--- config.mk ---
export PLATFORM = sky130hd
export DESIGN_NAME = muldiv_seq
export DESIGN_NICKNAME = d
export VERILOG_FILES = /design/src/rtl/muldiv_seq.sv
export SDC_FILE = /design/constraint.sdc
export NUM_CORES = 2
export LEC_CHECK = 0
export CAP_MARGIN = 20
export CORE_MARGIN = 2
export CORE_UTILIZATION = 55
export DETAILED_ROUTE_END_ITERATION = 6
export HOLD_SLACK_MARGIN = 0.1
export PLACE_DENSITY = 0.83
export REMOVE_ABC_BUFFERS = 1
export SLEW_MARGIN = 20
export SYNTH_ARGS = -nofsm -noshare
export SYNTH_HDL_FRONTEND = slang
export SYNTH_SLANG_ARGS = --single-unit
--- constraint.sdc ---
create_clock -name clk -period 6.5 [get_ports clk]
set_input_delay 1.625 -clock clk [delete_from_list [all_inputs] [get_ports clk]]
set_output_delay 1.625 -clock clk [all_outputs]
set_load 0.005 [all_outputs]
--- src/rtl/muldiv_seq.sv ---
// muldiv_seq: multi-cycle multiply/divide unit for the HI/LO datapath.
// Multiplies go through a MUL_STAGES-deep product pipeline. Divides use a
// 32-iteration restoring divider that works on operand magnitudes. The
// {hi, lo} result is registered and changes only when the FSM enters DONE.
module muldiv_seq #(
  parameter int MUL_STAGES = 2
) (
  input  logic        clk,
  input  logic        resetn,
  input  logic        start,
  input  logic [1:0]  op,
  input  logic [31:0] a,
  input  logic [31:0] b,
  input  logic        flush,
  output logic        busy,
  output logic        done,
  output logic [31:0] hi,
  output logic [31:0] lo
);

  typedef enum logic [1:0] {
    S_IDLE,
    S_MUL,
    S_DIV,
    S_DONE
  } state_t;

  state_t      state_reg, state_next;
  logic [5:0]  cnt_reg;
  logic        accept;
  logic        write_mul;
  logic        write_div;

  // divider working registers (magnitudes) and sign-fix flags
  logic [31:0] a_reg;
  logic [31:0] d_reg;
  logic [31:0] q_reg;
  logic [31:0] r_reg;
  logic        neg_q_reg;
  logic        neg_r_reg;
  logic        dz_reg;

  // signed ops (MULT, DIV) have op[0] = 0
  logic        a_neg, b_neg;
  logic [31:0] a_mag, b_mag;
  logic [63:0] mul_a, mul_b, prod_full;
  logic [63:0] mul_result;

  // one restoring-division step and the final sign-corrected result
  logic [32:0] r_sh, diff;
  logic        q_bit;
  logic [31:0] q_step, r_step;
  logic [31:0] quot_fin, rem_fin;

  assign a_neg = ~op[0] & a[31];
  assign b_neg = ~op[0] & b[31];
  assign a_mag = a_neg ? (~a + 32'd1) : a;
  assign b_mag = b_neg ? (~b + 32'd1) : b;
  assign mul_a = {{32{a_neg}}, a};
  assign mul_b = {{32{b_neg}}, b};
  // low 64 bits of the sign-extended product are the exact signed/unsigned result
  assign prod_full = mul_a * mul_b;

  // Product pipeline: stage 0 captures the product at accept, later stages shift.
  for (genvar gi = 0; gi < MUL_STAGES; gi++) begin : gen_mul
    logic [63:0] stage_reg;
    if (gi == 0) begin : g_first
      // capture the full product of the accepted operands
      always_ff @(posedge clk or negedge resetn) begin
        if (!resetn) stage_reg <= '0;
        else if (accept) stage_reg <= prod_full;
      end
    end else begin : g_next
      // advance the product one stage per cycle
      always_ff @(posedge clk or negedge resetn) begin
        if (!resetn) stage_reg <= '0;
        else stage_reg <= gen_mul[gi-1].stage_reg;
      end
    end
  end

  assign mul_result = gen_mul[MUL_STAGES-1].stage_reg;

  // Next-state logic and FSM outputs; flush in MUL/DIV beats completion.
  always_comb begin
    state_next = state_reg;
    accept     = 1'b0;
    write_mul  = 1'b0;
    write_div  = 1'b0;
    busy       = 1'b0;
    done       = 1'b0;
    case (state_reg)
      S_IDLE: begin
        if (start && !flush) begin
          accept     = 1'b1;
          busy       = 1'b1;
          state_next = op[1] ? S_DIV : S_MUL;
        end
      end
      S_MUL: begin
        busy = 1'b1;
        if (flush) begin
          state_next = S_IDLE;
        end else if (cnt_reg == 6'(MUL_STAGES - 1)) begin
          write_mul  = 1'b1;
          state_next = S_DONE;
        end
      end
      S_DIV: begin
        busy = 1'b1;
        if (flush) begin
          state_next = S_IDLE;
        end else if (cnt_reg == 6'd31) begin
          write_div  = 1'b1;
          state_next = S_DONE;
        end
      end
      S_DONE: begin
        done       = 1'b1;
        state_next = S_IDLE;
      end
      default: state_next = S_IDLE;
    endcase
    // the hazard unit must never see a stall while the core is in reset
    if (!resetn) busy = 1'b0;
  end

  // State register.
  always_ff @(posedge clk or negedge resetn) begin
    if (!resetn) state_reg <= S_IDLE;
    else state_reg <= state_next;
  end

  // Cycle counter for MUL/DIV; restarts at accept and clears on any exit.
  always_ff @(posedge clk or negedge resetn) begin
    if (!resetn) begin
      cnt_reg <= '0;
    end else if (accept) begin
      cnt_reg <= '0;
    end else if ((state_reg == S_MUL || state_reg == S_DIV) && state_next == state_reg) begin
      cnt_reg <= cnt_reg + 6'd1;
    end else begin
      cnt_reg <= '0;
    end
  end

  // One restoring step, plus the sign fix applied in the final iteration.
  always_comb begin
    r_sh   = {r_reg, q_reg[31]};
    diff   = r_sh - {1'b0, d_reg};
    q_bit  = ~diff[32];
    r_step = q_bit ? diff[31:0] : r_sh[31:0];
    q_step = {q_reg[30:0], q_bit};
    quot_fin = neg_q_reg ? (~q_step + 32'd1) : q_step;
    rem_fin  = neg_r_reg ? (~r_step + 32'd1) : r_step;
    // divide by zero: all-ones quotient, dividend passed through as remainder
    if (dz_reg) begin
      quot_fin = 32'hFFFF_FFFF;
      rem_fin  = a_reg;
    end
  end

  // Divider registers: load magnitudes at accept, iterate while in DIV.
  always_ff @(posedge clk or negedge resetn) begin
    if (!resetn) begin
      a_reg     <= '0;
      d_reg     <= '0;
      q_reg     <= '0;
      r_reg     <= '0;
      neg_q_reg <= 1'b0;
      neg_r_reg <= 1'b0;
      dz_reg    <= 1'b0;
    end else if (accept) begin
      a_reg     <= a;
      d_reg     <= b_mag;
      q_reg     <= a_mag;
      r_reg     <= '0;
      neg_q_reg <= a_neg ^ b_neg;
      neg_r_reg <= a_neg;
      dz_reg    <= (b == 32'd0);
    end else if (state_reg == S_DIV) begin
      q_reg <= q_step;
      r_reg <= r_step;
    end
  end

  // HI/LO result registers, written only on the transition into DONE.
  always_ff @(posedge clk or negedge resetn) begin
    if (!resetn) begin
      hi <= '0;
      lo <= '0;
    end else if (write_mul) begin
      hi <= mul_result[63:32];
      lo <= mul_result[31:0];
    end else if (write_div) begin
      hi <= rem_fin;
      lo <= quot_fin;
    end
  end

endmodule

==> key figures <==
Synthesis
  • Synth Flop Type: dfrtp_1
  • Seq/Total Area, Yosys: between 10% and 20%
  • Ys async rst share: 100%
  • Ys Warns: 0
  • Post-synthesis instance area: 0.0556 sq mm
  • Post-Synthesis Cells: 6105
  • #FFs+latches synth: about 330
  • Number of synthesized flops with an enable pin: 0
  • Synth Area per Inst: about 9.1 sq um
  • Post-synth cell types: between 100 and 150

CTS
  • CTS sink count: 331
  • Max clock buf depth: 3
  • CTS Root Cell: clkbuf_16
  • Worst-Skew Late Latency: 0.59 ns
  • Inserted Clock Buffers: 31
  • CTS tree: built
  • Clock transition at path regs: 0.07 ns
  • CTS H-Tree Depth: 1

Global route
  • First-pass GRT wire length: 283000 um
  • All-Layer GR Usage: approximately 35%
  • Vias in the first global route: 51000
  • Initial antenna violation count: 7
  • Largest net degree at the start of global routing: 184
  • Total gr overflow: 0

Worst setup path
  • Slowest cell on the critical path: fa_1
  • CP required: a little under 7 ns
  • Cell mode on critical path: fa_1
  • Worst-path maximum fanout: 5
  • CP peak stage delay: 0.58 ns
  • Worst Setup End Kind: flop
  • Critical path launch point type: input pin
  • Crit Path Class: in -> reg
  • Crit path DAT: 9.08 ns

Drt
  • Router iterations before antenna repair: 6
  • DRC violations left: 0
  • Avg WL per Cell: 23.8 um
  • DR iter-0 viols: 5023
  • Routed Antenna Nets: 0
  • Vias per Instance: between 5 and 6
  • Via count: 47576
  • Post-Route WL: 190000 um

Timing
  • Setup TNS Final: -80.71 ns
  • Fin crit share: 133%
  • Max_slew headroom: a little under a third
  • Worst Tran Pin Value: 1.02 ns
  • Final Hold Violating Endpoints: 0
  • PnR worst setup slack: -2.13 ns
  • Max Slew Vio Count: 0
  • Setup Viol. Count Final: between 50 and 60
  • Post-Route Skew: 0.0220 ns
  • Unrepaired setup endpoints after global routing: yes
  • Minimum clock period: 8.63 ns
  • Fmax: 116 MHz

Final layout
  • Share of post-route cells with drive strength above 1: roughly a fifth
  • Final net count: 8127
  • Largest register FFs: 128
  • Fill count: around 6700
  • Area delta synth->final: 23.5%
  • Final core occ: around two thirds

Placement
  • GPL Wtd Cong: approximately 1.0
  • Port Buffers: between 100 and 150
  • Final HPWL DP: 134000 um

Die
  • Initial core utilization: a little under three fifths
  • Die W: 322 um
  • Die Y: approximately 320 um
  • Core footprint: roughly 0.1 sq mm
  • Die area: 0.104 sq mm
  • Ports: 136
  • Row count: ~120

Outcome
  • Status: complete, but fails checks
  • Failing checks: negative setup slack

Run
  • Max-cap violation count: 0

Worst hold path
  • Worst min path class: reg -> reg
kinds of logic after synthesis:
family | count (synthesis) | synth area share (%)
buffers and inverters | 1532 | 10.4
and+or+nand+nor | 1835 | 15.1
xor gates and xnor gates | 219 | 3.45
adders and majority gates | 1381 | 46.3
DFF | 331 | 14.9
AOI/OAI and AO/OA | 722 | 8.35
muxes | 85 | 1.57
metrics by stage:
| stage | std cells | hold slack (ns) | setup WS, ns | cell area, sq um |
|---|---|---|---|---|
| 3_3_place_gp | 7731 | 0.358 | -3.52 | 62400 |
| 3_5_place_dp | 7731 | 0.361 | -3.66 | 62400 |
| 2_1_floorplan | 5729 | 0.350 | -3.85 | 54200 |
| 6_report | 8002 | 0.375 | -2.13 | 68700 |
| 5_1_grt | 8000 | 0.380 | -2.31 | 68700 |
| 4_1_cts | 7947 | 0.371 | -1.95 | 67200 |
per-layer routing:
metal | share of wire (%) | vias to the layer above | GRT usage (%) | wire length [um]
met5 | 0.048 | - | 0 | 92
met4 | 8.8 | 8 | 22.3 | 16700
met3 | 12 | 1054 | 9.48 | 22400
met2 | 45 | 3169 | 56.6 | 86300
met1 | 34 | 23661 | 43.0 | 64800
li1 | - | 19684 | - | -
worst paths after layout:
| check | cells after the start | slack, ns | to | start |
|---|---|---|---|---|
| max | 32 | -2.13 | gen_mul[0].stage_reg[48]$_DFFE_PN0P_ | b[6] |
| min | 0 | 0.37 | gen_mul[1].stage_reg[12]$_DFF_PN0_ | gen_mul[0].stage_reg[12]$_DFFE_PN0P_ |
| max reg2reg | 21 | 0.76 | hi[30]$_DFFE_PN0P_ | q_reg[31]$_DFFE_PN0P_ |
| min reg2reg | 0 | 0.37 | gen_mul[1].stage_reg[12]$_DFF_PN0_ | gen_mul[0].stage_reg[12]$_DFFE_PN0P_ |
| max in group asynchronous | 4 | 3.31 | lo[22]$_DFFE_PN0P_ | resetn |
| min in group asynchronous | 1 | 0.97 | state_reg[1]$_DFF_PN0_ | resetn |
synth_stat cells (5+ instances only):
library cell | n | share of area, %
nand4_1 | 19 | 0.21
nor2b_1 | 11 | 0.12
clkbuf_1 | 298 | 2.0
mux2i_1 | 76 | 1.4
buf_1 | 63 | 0.43
and3_1 | 12 | 0.14
o21a_1 | 6 | 0.081
nor2_1 | 199 | 1.3
o31ai_1 | 29 | 0.39
a211oi_1 | 39 | 0.53
o41ai_1 | 11 | 0.17
or2_2 | 7 | 0.079
nand3_1 | 32 | 0.29
ha_1 | 255 | 5.7
mux2_2 | 6 | 0.12
a21o_1 | 50 | 0.68
buf_2 | 10 | 0.090
o22ai_1 | 38 | 0.43
nand2b_1 | 26 | 0.29
a2111oi_0 | 5 | 0.079
xnor2_1 | 140 | 2.2
and2_1 | 363 | 4.1
xor2_1 | 79 | 1.2
o211ai_1 | 16 | 0.22
nand3b_1 | 7 | 0.095
o21ai_1 | 18 | 0.16
or3_1 | 14 | 0.16
a21oi_1 | 139 | 1.3
a22oi_1 | 6 | 0.081
a221oi_1 | 6 | 0.095
inv_1 | 1154 | 7.8
o21bai_1 | 9 | 0.12
fa_1 | 1126 | 41
or4_1 | 15 | 0.20
o221ai_1 | 5 | 0.079
nor3_1 | 35 | 0.32
nand2_1 | 1054 | 7.1
a31oi_1 | 23 | 0.26
o21ai_0 | 245 | 2.2
dfrtp_1 | 331 | 15
nor4_1 | 17 | 0.19
layout make-up:
cell class | instances | area [sq um] | area share, %
multi-input combinational | 4242 | 43800 | 63.8
timing repair buffer | 914 | 9560 | 13.9
sequential | 331 | 8280 | 12.1
inverter | 1156 | 4350 | 6.33
tap | 1298 | 1620 | 2.37
clock buffer | 43 | 851 | 1.24
clock inverter | 12 | 141 | 0.206
antenna | 6 | 15.0 | 0.0219
what timing repair did:
item,in CTS,in global routing
endpoints found under the setup margin,54,54
resized for setup,681,325
setup buffers,156,49
hold buffers,0,0
gates cloned,19,4
pin swaps,304,241
worst max-delay path, delay by kind of cell:
family	cells	cell delay, ns
adders and majority gates	9	4.22
xor gates and xnor gates	1	0.15
AOI/OAI and AO/OA	10	1.84
and+or+nand+nor	1	0.10
buffers and inverters	11	1.13
layout by cell type, fill, tap and decap left out, types with 101 or more instances in the layout:
master   synthesis  final
buf_4            3    543
o21ai_0        245    177
ha_1           255    187
inv_1         1154   1060
fa_1          1126   1043
and2_1         363    318
buf_12           0    113
buf_6            1    101
xnor2_1        140    123
a21oi_1        139    104
nand2_1       1054   1027
dfrtp_1        331    330
nor2_1         199    184
Power is left out: the tool's default activity adds up to more than one toggle a clock period on the data nets, which glitch-free logic cannot reach.
